**config.mk**
```make
export PLATFORM = sky130hd
export DESIGN_NAME = memory_access
export DESIGN_NICKNAME = d
export VERILOG_FILES = /design/src/rtl/memory_access.sv
export SDC_FILE = /design/constraint.sdc
export NUM_CORES = 1
export LEC_CHECK = 0
export BUFFER_PORTS_ARGS = -buffer_cell sky130_fd_sc_hd__buf_2
export CORE_AREA = 2 2 149 151
export DETAILED_ROUTE_END_ITERATION = 8
export DIE_AREA = 0 0 151 153
export GPL_TIMING_DRIVEN = 0
export HOLD_SLACK_MARGIN = 0.06
export PLACE_DENSITY = 0.53
export SLEW_MARGIN = 20
export SYNTH_ARGS = -nofsm -noshare
export SYNTH_HDL_FRONTEND = slang
export SYNTH_SLANG_ARGS = --single-unit
```
**constraint.sdc**
```tcl
create_clock -name clk_i -period 5.2 [get_ports clk_i]
set_clock_uncertainty 0.1 [all_clocks]
set_input_delay 1.04 -clock clk_i [delete_from_list [all_inputs] [get_ports clk_i]]
set_output_delay 1.04 -clock clk_i [all_outputs]
set_load 0.03 [all_outputs]
```
**src/rtl/memory_access.sv**
```systemverilog
// Purpose: MEM pipeline stage. Issues data-bus requests for loads/stores,
//   stalls upstream while a bus access is outstanding, times out after
//   WAIT_MAX unacknowledged WAIT cycles, sizes load data and holds the MEM/WB
//   pipeline register.
// Ports:
//   clk_i, rst_i          clock, synchronous active-high reset
//   *_mem_i               MEM-stage instruction fields
//   stall_mem_o           holds all upstream stages (combinational)
//   dmem_*                data bus request / response
//   *_wb_o                MEM/WB register outputs
//   bus_err_o             one-cycle bus timeout pulse (registered)
//   misaligned_o          one-cycle misaligned-access pulse (registered)
// Configuration: define MEM_MISALIGN_CHECK_EN to trap misaligned H/W accesses;
//   when undefined, misaligned_o is tied 0 and low address bits are ignored.
module memory_access #(
  parameter int unsigned WAIT_MAX = 15
) (
  input  logic        clk_i,
  input  logic        rst_i,
  input  logic        valid_mem_i,
  input  logic        mem_read_mem_i,
  input  logic        mem_write_mem_i,
  input  logic [2:0]  funct3_mem_i,
  input  logic [31:0] alu_result_mem_i,
  input  logic [31:0] write_data_mem_i,
  input  logic [31:0] pc_next_4_mem_i,
  input  logic [31:0] pc_next_imm_mem_i,
  input  logic [1:0]  result_src_mem_i,
  input  logic        reg_write_mem_i,
  input  logic [4:0]  rd_mem_i,
  output logic        stall_mem_o,
  output logic        dmem_req_o,
  output logic        dmem_we_o,
  output logic [31:0] dmem_addr_o,
  output logic [31:0] dmem_wdata_o,
  output logic [3:0]  dmem_be_o,
  input  logic        dmem_ack_i,
  input  logic [31:0] dmem_rdata_i,
  output logic        valid_wb_o,
  output logic        reg_write_wb_o,
  output logic [4:0]  rd_wb_o,
  output logic [1:0]  result_src_wb_o,
  output logic [31:0] alu_result_wb_o,
  output logic [31:0] read_data_sized_wb_o,
  output logic [31:0] pc_next_4_wb_o,
  output logic [31:0] pc_next_imm_wb_o,
  output logic        bus_err_o,
  output logic        misaligned_o
);

  localparam int unsigned CNT_W = (WAIT_MAX > 1) ? $clog2(WAIT_MAX) : 1;

  typedef enum logic {S_IDLE = 1'b0, S_WAIT = 1'b1} state_e;

  state_e           state_q, state_d;
  logic [CNT_W-1:0] cnt_q, cnt_d;

  logic        access_c, mis_c, req_c, timeout_c, stall_c;
  logic [7:0]  byte_c;
  logic [15:0] half_c;
  logic [31:0] sized_c;

  logic        valid_d, rw_d, berr_d, mis_d;
  logic [4:0]  rd_d;
  logic [1:0]  rsrc_d;
  logic [31:0] alu_d, rdata_d, pc4_d, pcimm_d;
  logic        valid_q, rw_q, berr_q, mis_q;
  logic [4:0]  rd_q;
  logic [1:0]  rsrc_q;
  logic [31:0] alu_q, rdata_q, pc4_q, pcimm_q;

  // Access qualification, optional alignment trap, request and stall.
  always_comb begin
    access_c = valid_mem_i & (mem_read_mem_i | mem_write_mem_i);
`ifdef MEM_MISALIGN_CHECK_EN
    mis_c = access_c &
            (((funct3_mem_i[1:0] == 2'b01) & alu_result_mem_i[0]) |
             ((funct3_mem_i[1:0] == 2'b10) & (alu_result_mem_i[1:0] != 2'b00)));
`else
    mis_c = 1'b0;
`endif
    req_c     = access_c & ~mis_c & ~rst_i;
    // Ack on the last permitted WAIT cycle still completes the access.
    timeout_c = (state_q == S_WAIT) & req_c & ~dmem_ack_i &
                (cnt_q == CNT_W'(WAIT_MAX - 1));
    stall_c   = req_c & ~dmem_ack_i & ~timeout_c;
  end

  // Store byte-lane steering.
  always_comb begin
    dmem_be_o    = 4'b0000;
    dmem_wdata_o = write_data_mem_i;
    case (funct3_mem_i[1:0])
      2'b00: begin
        dmem_be_o    = 4'b0001 << alu_result_mem_i[1:0];
        dmem_wdata_o = {4{write_data_mem_i[7:0]}};
      end
      2'b01: begin
        dmem_be_o    = 4'b0011 << {alu_result_mem_i[1], 1'b0};
        dmem_wdata_o = {2{write_data_mem_i[15:0]}};
      end
      2'b10:   dmem_be_o = 4'b1111;
      default: dmem_be_o = 4'b0000;
    endcase
  end

  // Load lane select and sign/zero extension.
  always_comb begin
    case (alu_result_mem_i[1:0])
      2'b00:   byte_c = dmem_rdata_i[7:0];
      2'b01:   byte_c = dmem_rdata_i[15:8];
      2'b10:   byte_c = dmem_rdata_i[23:16];
      default: byte_c = dmem_rdata_i[31:24];
    endcase
    half_c = alu_result_mem_i[1] ? dmem_rdata_i[31:16] : dmem_rdata_i[15:0];
    case (funct3_mem_i)
      3'b000:  sized_c = {{24{byte_c[7]}}, byte_c};
      3'b100:  sized_c = {24'h000000, byte_c};
      3'b001:  sized_c = {{16{half_c[15]}}, half_c};
      3'b101:  sized_c = {16'h0000, half_c};
      3'b010:  sized_c = dmem_rdata_i;
      default: sized_c = 32'h0000_0000;
    endcase
  end

  // Next-state: FSM, wait counter and MEM/WB register (bubble while stalled).
  always_comb begin
    state_d = S_IDLE;
    cnt_d   = '0;
    valid_d = 1'b0;
    rw_d    = 1'b0;
    berr_d  = 1'b0;
    mis_d   = 1'b0;
    rd_d    = '0;
    rsrc_d  = '0;
    alu_d   = '0;
    rdata_d = '0;
    pc4_d   = '0;
    pcimm_d = '0;
    if (stall_c) begin
      state_d = S_WAIT;
      cnt_d   = (state_q == S_IDLE) ? '0 : cnt_q + CNT_W'(1);
    end else begin
      valid_d = valid_mem_i;
      rw_d    = reg_write_mem_i & valid_mem_i & ~timeout_c & ~mis_c;
      berr_d  = timeout_c;
      mis_d   = mis_c;
      rd_d    = rd_mem_i;
      rsrc_d  = result_src_mem_i;
      alu_d   = alu_result_mem_i;
      pc4_d   = pc_next_4_mem_i;
      pcimm_d = pc_next_imm_mem_i;
      rdata_d = (req_c & mem_read_mem_i & dmem_ack_i) ? sized_c : 32'h0000_0000;
    end
  end

  // State and MEM/WB register update.
  always_ff @(posedge clk_i) begin
    if (rst_i) begin
      state_q <= S_IDLE;
      cnt_q   <= '0;
      valid_q <= 1'b0;
      rw_q    <= 1'b0;
      berr_q  <= 1'b0;
      mis_q   <= 1'b0;
      rd_q    <= '0;
      rsrc_q  <= '0;
      alu_q   <= '0;
      rdata_q <= '0;
      pc4_q   <= '0;
      pcimm_q <= '0;
    end else begin
      state_q <= state_d;
      cnt_q   <= cnt_d;
      valid_q <= valid_d;
      rw_q    <= rw_d;
      berr_q  <= berr_d;
      mis_q   <= mis_d;
      rd_q    <= rd_d;
      rsrc_q  <= rsrc_d;
      alu_q   <= alu_d;
      rdata_q <= rdata_d;
      pc4_q   <= pc4_d;
      pcimm_q <= pcimm_d;
    end
  end

  assign stall_mem_o          = stall_c;
  assign dmem_req_o           = req_c;
  assign dmem_we_o            = mem_write_mem_i;
  assign dmem_addr_o          = {alu_result_mem_i[31:2], 2'b00};
  assign valid_wb_o           = valid_q;
  assign reg_write_wb_o       = rw_q;
  assign rd_wb_o              = rd_q;
  assign result_src_wb_o      = rsrc_q;
  assign alu_result_wb_o      = alu_q;
  assign read_data_sized_wb_o = rdata_q;
  assign pc_next_4_wb_o       = pc4_q;
  assign pc_next_imm_wb_o     = pcimm_q;
  assign bus_err_o            = berr_q;
  assign misaligned_o         = mis_q;

endmodule

```
==> metrics.yaml, run 1 <==
worst_setup_path:
  path_max_fanout: 10
  worstPathRequired_ps: 4060
  crit_type: "in2out"
  start_kind: "primary input"
  worstPathCellList: "buf_2, buf_2, nor2_2, buf_4, mux2_2, buf_2"
  cp-end-kind: "primary output"
  critPathArrivalTime_ps: 2620
  crit_top_cell: "buf_2"
  cpPeakStageDelay_ps: 420
  crit_slowest_cell: "nor2_2"
synthesis:
  yosysMostFrequentCell: "dfxtp_1"
  synth-edff-count: 0
  ys_warn_count: 0
  ys_ff_latch: 143
  synth_top_cells_by_count: "143 x dfxtp_1, 102 x and2_1, 46 x buf_4"
  synth_top_cell_by_area: "dfxtp_1"
  synth_area_mm2: 0.005504
  ys_types: 36
  syn_area_per_cell_um2: 10.42
  synth-seq-area-share_pct: 52.01
  async_flop_share_pct: 0
  netlist.area_leader.share_pct: 52.01
  synth.area.top_cells: "dfxtp_1 52%, and2_1 12%, buf_4 6.3%"
  synth_cells: 528
  ys.flop_type: "dfxtp_1"
place:
  pre_cts_slack_ps: 1432
  dp_hpwl_um: 14880
  portBuffers: 382
  gp_congestion: 0.8016
routing:
  met3_length_um: 1684
  antenna_left: 0
  drtIter0Drc: 149
  viasPerCell: 4.169
  vias: 5107
  detail_route.wl_per_cell_um: 14.98
  wl_met1_um: 7008
  wl_um: 18350
  drc: 0
  dr.pass1.iters: 4
  routed.top_layer: "met4"
  wl_met2_um: 9270
clock_network:
  clock_latency_ps: 410
  cts_tree: "yes"
  postCtsSetupBuffers: 0
  cts_buffers: 17
  cts.htree.levels: 4
  clk_pin_slew_ps: 60
  hold_buffers: 0
  cts-root-buf: "clkbuf_16"
  clockBufferDepth: 2
  cts_resized: 0
  cts_sinks: 143
die:
  start_util_pct: 25.62
  io_pins: 387
  chipHeight_um: 153
  core-area_mm2: 0.02149
  rows: 54
  die_width_um: 151
  die-area_mm2: 0.02310
pwr:
  p_per_area_mw_per_mm2: 340.7
  combPwrFrac_pct: 18.5
  p_int_uw: 1983
  clockPowerShare_pct: 40.8
  irDropWorstVdd_mv: 0.1556
  p_leak_uw: 0.004213
  sw_frac_of_total_pct: 30.19
  p_seq_share_pct: 40.7
  switching_power_uw: 857.6
layout:
  drive_gt1_share_pct: 54.13
  nets: 1110
  nFillCells: 2259
  multi_input_area_mm2: 0.002106
  register_area_mm2: 0.002863
  syn_to_final_growth_pct: 51.49
timing:
  finalWorstSetupSlack_ps: 1441
  rsz0062_at_grt: "false"
  final_max_slew_viol_count: 0
  worst_slew_pin_slew_ps: 573.1
  tns_ps: 0
  setup_violations: 0
  finalHoldViolCount: 0
  period_share_pct: 72.29
  period_needed_ps: 3759
  max_freq_mhz: 266.0
  relSlewSlack_pct: 61.79
hold_path:
  min_path_type: "reg2reg"
run:
  drv_cap: 0
global_routing:
  antenna_found_initial: 1
  grt_pass1_wl_um: 26960
  grt_usage_pct: 15.39
  grt_max_degree: 17
  grt-ovfl-total: 0
  first_global_vias: 4983
run_status:
  status: "finished clean"
==> per-layer routing <==
metal,vias to the layer above,track usage (%)
li1,2518,-
met1,2311,16.28
met2,255,28.16
met3,23,4.597
met4,0,6.275
met5,-,0
==> worst max-delay path: cells and delay by family <==
kind / cells / cell delay [ps]
buffers and inverters: 4 / 790
and+or+nand+nor: 1 / 420
muxes: 1 / 360
==> path summary, 6_finish.rpt <==
check | from | to | slack [ps] | cells past startpoint
min reg2reg | cnt_q[0]$_SDFF_PP0_ | cnt_q[0]$_SDFF_PP0_ | 380 | 1
max reg2reg | cnt_q[0]$_SDFF_PP0_ | pc_next_imm_wb_o[4]$_SDFF_PP0_ | 3240 | 8
min | cnt_q[0]$_SDFF_PP0_ | cnt_q[0]$_SDFF_PP0_ | 380 | 1
max | funct3_mem_i[0] | dmem_wdata_o[9] | 1440 | 6
==> cell families (layout without fill, tap and decap cells) <==
kind of cell / after synthesis / after routing / synth area share (%)
simple gates: 189 / 189 / 19.05
flops: 143 / 143 / 52.01
buf+inv: 77 / 491 / 9.866
compound gates: 65 / 65 / 7.320
mux: 51 / 51 / 11.23
fa+ha+maj: 2 / 2 / 0.4546
other cells: 1 / 4 / 0.06813
==> through the flow <==
| step | cell area, um^2 | total power [uW] | hold slack [ps] | instances | utilization (%) |
|---|---|---|---|---|---|
| 6_report | 8338 | 2840 | 379.2 | 1225 | 38.81 |
| 3_3_place_gp | 7774 | 1709 | 365.4 | 1192 | 36.18 |
| 2_1_floorplan | 5512 | 1513 | 340.9 | 530 | - |
| 3_5_place_dp | 7774 | 1710 | 377.0 | 1192 | 36.18 |
| 5_1_grt | 8338 | 2966 | 412.0 | 1225 | 38.81 |
| 4_1_cts | 8335 | 2886 | 392.2 | 1224 | 38.80 |
==> area by class of cell <==
class	count	area share [%]
multi-input combinational	310	25.26
inverter	3	0.1351
tap	280	4.202
clock inverter	14	1.471
clock buffer	18	5.267
sequential	143	34.33
buffer	74	6.378
antenna	1	0.03001
timing repair buffer	382	22.93
==> layout by cell type (no fill, tap or decap), types with 2 or more instances in the layout <==
| cell | netlist | final |
|---|---|---|
| buf_4 | 46 | 46 |
| nand4b_1 | 2 | 2 |
| buf_2 | 10 | 392 |
| nor2_1 | 35 | 35 |
| a21oi_1 | 36 | 36 |
| inv_6 | 0 | 4 |
| mux4_2 | 7 | 7 |
| clkbuf_16 | 0 | 17 |
| clkinvlp_4 | 0 | 3 |
| a221oi_1 | 14 | 14 |
| dfxtp_1 | 143 | 143 |
| and2_1 | 102 | 102 |
| buf_6 | 9 | 9 |
| nand3_1 | 2 | 2 |
| clkinv_4 | 0 | 3 |
| clkbuf_1 | 7 | 7 |
| ha_1 | 2 | 2 |
| nand2_1 | 33 | 33 |
| inv_8 | 0 | 3 |
| inv_1 | 3 | 3 |
| nor2_2 | 2 | 2 |
| mux2_2 | 16 | 16 |
| conb_1 | 1 | 3 |
| nand2b_1 | 2 | 2 |
| o21ai_0 | 11 | 11 |
| nor3_1 | 3 | 3 |
| mux2i_1 | 28 | 28 |
==> registers in the layout, summed over array words and instances (netlist names) <==
name                  cells
bus_err_o                 1
result_src_wb_o           2
reg_write_wb_o            1
state_q                   1
rd_wb_o                   5
valid_wb_o                1
alu_result_wb_o          32
pc_next_imm_wb_o         32
read_data_sized_wb_o     32
pc_next_4_wb_o           32
cnt_q                     4
==> power groups by stage <==
stage / registers, uW / clock network (uW) / logic [uW]
after global routing: 1160 / 1240 / 563
after CTS: 1160 / 1200 / 531
after global placement: 1180 / 0 / 529
after floorplan: 1280 / 0 / 231
after detailed placement: 1180 / 0 / 529
final: 1160 / 1160 / 525
Power figures use the tool's default switching activity.
==> inputs of run 2 (changes only) <==
--- a/config.mk
+++ b/config.mk
@@ -5,13 +5,14 @@
 export SDC_FILE = /design/constraint.sdc
 export NUM_CORES = 1
 export LEC_CHECK = 0
+export ABC_AREA = 1
 export BUFFER_PORTS_ARGS = -buffer_cell sky130_fd_sc_hd__buf_2
-export CORE_AREA = 2 2 149 151
+export CORE_AREA = 2 2 152 154
 export DETAILED_ROUTE_END_ITERATION = 8
-export DIE_AREA = 0 0 151 153
+export DIE_AREA = 0 0 154 156
 export GPL_TIMING_DRIVEN = 0
 export HOLD_SLACK_MARGIN = 0.06
-export PLACE_DENSITY = 0.53
+export PLACE_DENSITY = 0.52
 export SLEW_MARGIN = 20
 export SYNTH_ARGS = -nofsm -noshare
 export SYNTH_HDL_FRONTEND = slang
==> constraint.sdc (replaced) <==
create_clock -name clk_i -period 3.68 [get_ports clk_i]
set_clock_uncertainty 0.1 [all_clocks]
set_input_delay 0.736 -clock clk_i [delete_from_list [all_inputs] [get_ports clk_i]]
set_output_delay 0.736 -clock clk_i [all_outputs]
set_load 0.03 [all_outputs]
==> metrics.yaml, run 2 <==
timing:
  max_freq_mhz: 348.2
  worst_slew_pin_slew_ps: 664.6  # was 573.1 ps
  setup_violations: 0  # unchanged
  period_share_pct: 78.04
  rsz0062_at_grt: "false"  # unchanged
  relSlewSlack_pct: 55.53  # was 61.79%
  tns_ps: 0  # unchanged
  period_needed_ps: 2872
  finalHoldViolCount: 0  # unchanged
  final_max_slew_viol_count: 0  # unchanged
die:
  die_width_um: 154  # was 151 um
  core-area_mm2: 0.02237  # was 0.02149 mm^2
  io_pins: 387  # unchanged
  chipHeight_um: 156  # was 153 um
  start_util_pct: 25.02  # was 25.62%
  die-area_mm2: 0.02402  # was 0.02310 mm^2
  rows: 55  # was 54
clock_network:
  cts_sinks: 143  # unchanged
  hold_buffers: 0  # unchanged
  clockBufferDepth: 2  # unchanged
  cts_resized: 0  # unchanged
  cts.htree.levels: 4  # unchanged
  clk_pin_slew_ps: 70  # was 60 ps
  clock_latency_ps: 420  # was 410 ps
  postCtsSetupBuffers: 0  # unchanged
  cts-root-buf: "clkbuf_16"  # unchanged
  cts_tree: "yes"  # unchanged
  cts_buffers: 17  # unchanged
global_routing:
  grt_usage_pct: 16.68  # was 15.39%
  grt_max_degree: 17  # unchanged
  grt-ovfl-total: 0  # unchanged
  grt_pass1_wl_um: 30350  # was 26960 um
  first_global_vias: 5620  # was 4983
  antenna_found_initial: 1  # unchanged
pwr:
  p_leak_uw: 0.005056  # was 0.004213 uW
  finalPower_uw: 4100  # was 2840 uW
  p_per_area_mw_per_mm2: 484.4  # was 340.7 mW/mm^2
  irDropWorstVdd_mv: 0.2268  # was 0.1556 mV
place:
  portBuffers: 383  # was 382
  gp_congestion: 0.8231  # was 0.8016
  dp.cells: 1421  # was 1192
  dp_hpwl_um: 17240  # was 14880 um
worst_setup_path:
  worstPathRequired_ps: 2840  # was 4060 ps
  path_max_fanout: 10  # unchanged
  cp-end-kind: "primary output"  # unchanged
  critPathArrivalTime_ps: 2040  # was 2620 ps
  crit_type: "in2out"  # unchanged
  start_kind: "primary input"  # unchanged
synthesis:
  ys_types: 25  # was 36
  synth.area.top_cells: "dfxtp_1 51%, nor2_1 11%, nand2_1 9.8%"  # was dfxtp_1 52%, and2_1 12%, buf_4 6.3%
  netlist.area_leader.share_pct: 51.15  # was 52.01%
  synth_cells: 751  # was 528
  synth-edff-count: 0  # unchanged
  ys.flop_type: "dfxtp_1"  # unchanged
  yosysMostFrequentCell: "nor2_1"  # was dfxtp_1
  ys_warn_count: 0  # unchanged
  syn_area_per_cell_um2: 7.452  # was 10.42 um^2
  ys_ff_latch: 143  # unchanged
  async_flop_share_pct: 0  # unchanged
  synth_top_cells_by_count: "166 x nor2_1, 146 x nand2_1, 143 x dfxtp_1"  # was 143 x dfxtp_1, 102 x and2_1, 46 x buf_4
  synth_area_mm2: 0.005597  # was 0.005504 mm^2
  synth-seq-area-share_pct: 51.15  # was 52.01%
  synth_top_cell_by_area: "dfxtp_1"  # unchanged
run:
  drv_cap: 0  # unchanged
layout:
  final_common_cell: "buf_2"  # unchanged
  antenna_cells: 0  # was 1
  syn_to_final_growth_pct: 51.24  # was 51.49%
  fin_util_pct: 37.85  # was 38.81%
  nFillCells: 2420  # was 2259
  fin_cells: 1453  # was 1225
  nets: 1334  # was 1110
  layout_common_cells: "394 x buf_2, 166 x nor2_1, 146 x nand2_1, 143 x dfxtp_1, 137 x inv_1"  # was 392 x buf_2, 143 x dfxtp_1, 102 x and2_1, 46 x buf_4, 36 x a21oi_1
  drive_gt1_share_pct: 42.12  # was 54.13%
routing:
  viasPerCell: 3.980  # was 4.169
  dr.pass1.iters: 4  # unchanged
  drc: 0  # unchanged
  drtIter0Drc: 280  # was 149
  wl_um: 20650  # was 18350 um
  vias: 5783  # was 5107
  antenna_left: 0  # unchanged
  detail_route.wl_per_cell_um: 14.21  # was 14.98 um
hold_path:
  min_path_type: "reg2reg"  # unchanged
run_status:
  status: "finished clean"  # unchanged
==> run 2: changes by cell type in the layout (fill, tap and decap cells not counted), sizes merged, moves of 7 or more <==
cell / previous run / this run
inv: 10 / 151
nor2: 38 / 172
nand2: 33 / 149
and2: 103 / 0
mux2i: 28 / 0
mux2: 16 / 0
nand3: 2 / 17
a221oi: 14 / 0
mux4: 7 / 0
==> run 2: layout make-up <==
class                           instances  area [um^2]  area share (%)
Inverter                              141        529.3           6.253
Clock buffer                           17        425.4           5.026
Tap cell                              285        356.6           4.213
Clock inverter                         15        161.4           1.907
Multi-Input combinational cell        401         1714           20.25
Sequential cell                       143         2863           33.82
Timing Repair Buffer                  383         1917           22.65
Buffer                                 68        498.0           5.883
==> run 2: worst paths after layout <==
kind                                          start                               to  slack [ps]  depth (start not counted)
worst max-delay path            alu_result_mem_i[0]                     dmem_be_o[0]         810                          6
worst max register to register  cnt_q[0]$_SDFF_PP0_  pc_next_imm_wb_o[22]$_SDFF_PP0_        2000                          8
worst min register to register  cnt_q[0]$_SDFF_PP0_              cnt_q[0]$_SDFF_PP0_         360                          1
worst min-delay path            cnt_q[0]$_SDFF_PP0_              cnt_q[0]$_SDFF_PP0_         360                          1
==> run 2: logic make-up (layout without fill, tap and decap cells) <==
family,count (synthesis),in the layout,synth area share [%]
buf+inv,209,624,18.35
flops,143,143,51.15
xor+xnor,2,2,0.3130
compound gates,52,52,4.918
fa+ha+maj,2,2,0.4471
simple gates,342,342,24.75
other cells,1,3,0.06700
==> run 2: metal layers <==
layer	share of wire, %	vias up	GRT usage, %
met5	0	-	0
li1	-	2956	-
met1	39	2537	17.95
met4	1.7	0	5.607
met2	52	270	31.41
met3	7.6	20	4.611
==> run 2: through the flow <==
| step | instance area, um^2 | hold slack [ps] | worst slack, ps |
|---|---|---|---|
| floorplan | 5604 | 329.7 | 946.4 |
| global placement | 7878 | 350.2 | 833.1 |
| detailed placement | 7878 | 353.0 | 789.7 |
| CTS | 8464 | 368.3 | 802.2 |
| global route | 8464 | 389.7 | 687.7 |
| finish | 8464 | 364.8 | 808.2 |
==> run 2: power by group <==
group	internal, uW	leakage, uW	switching (uW)	total, uW
sequential	1620	0.00118	14.9	1630
clock	966	0.000286	758	1720
combinational	248	0.00359	497	745
total	2830	0.00506	1270	4100
==> run 2: critical path: stages <==
cell and delay [ps]:
buf_2 130, clkbuf_1 210, nor2_1 560, nand2_1 100
nand2_1 100, buf_2 200
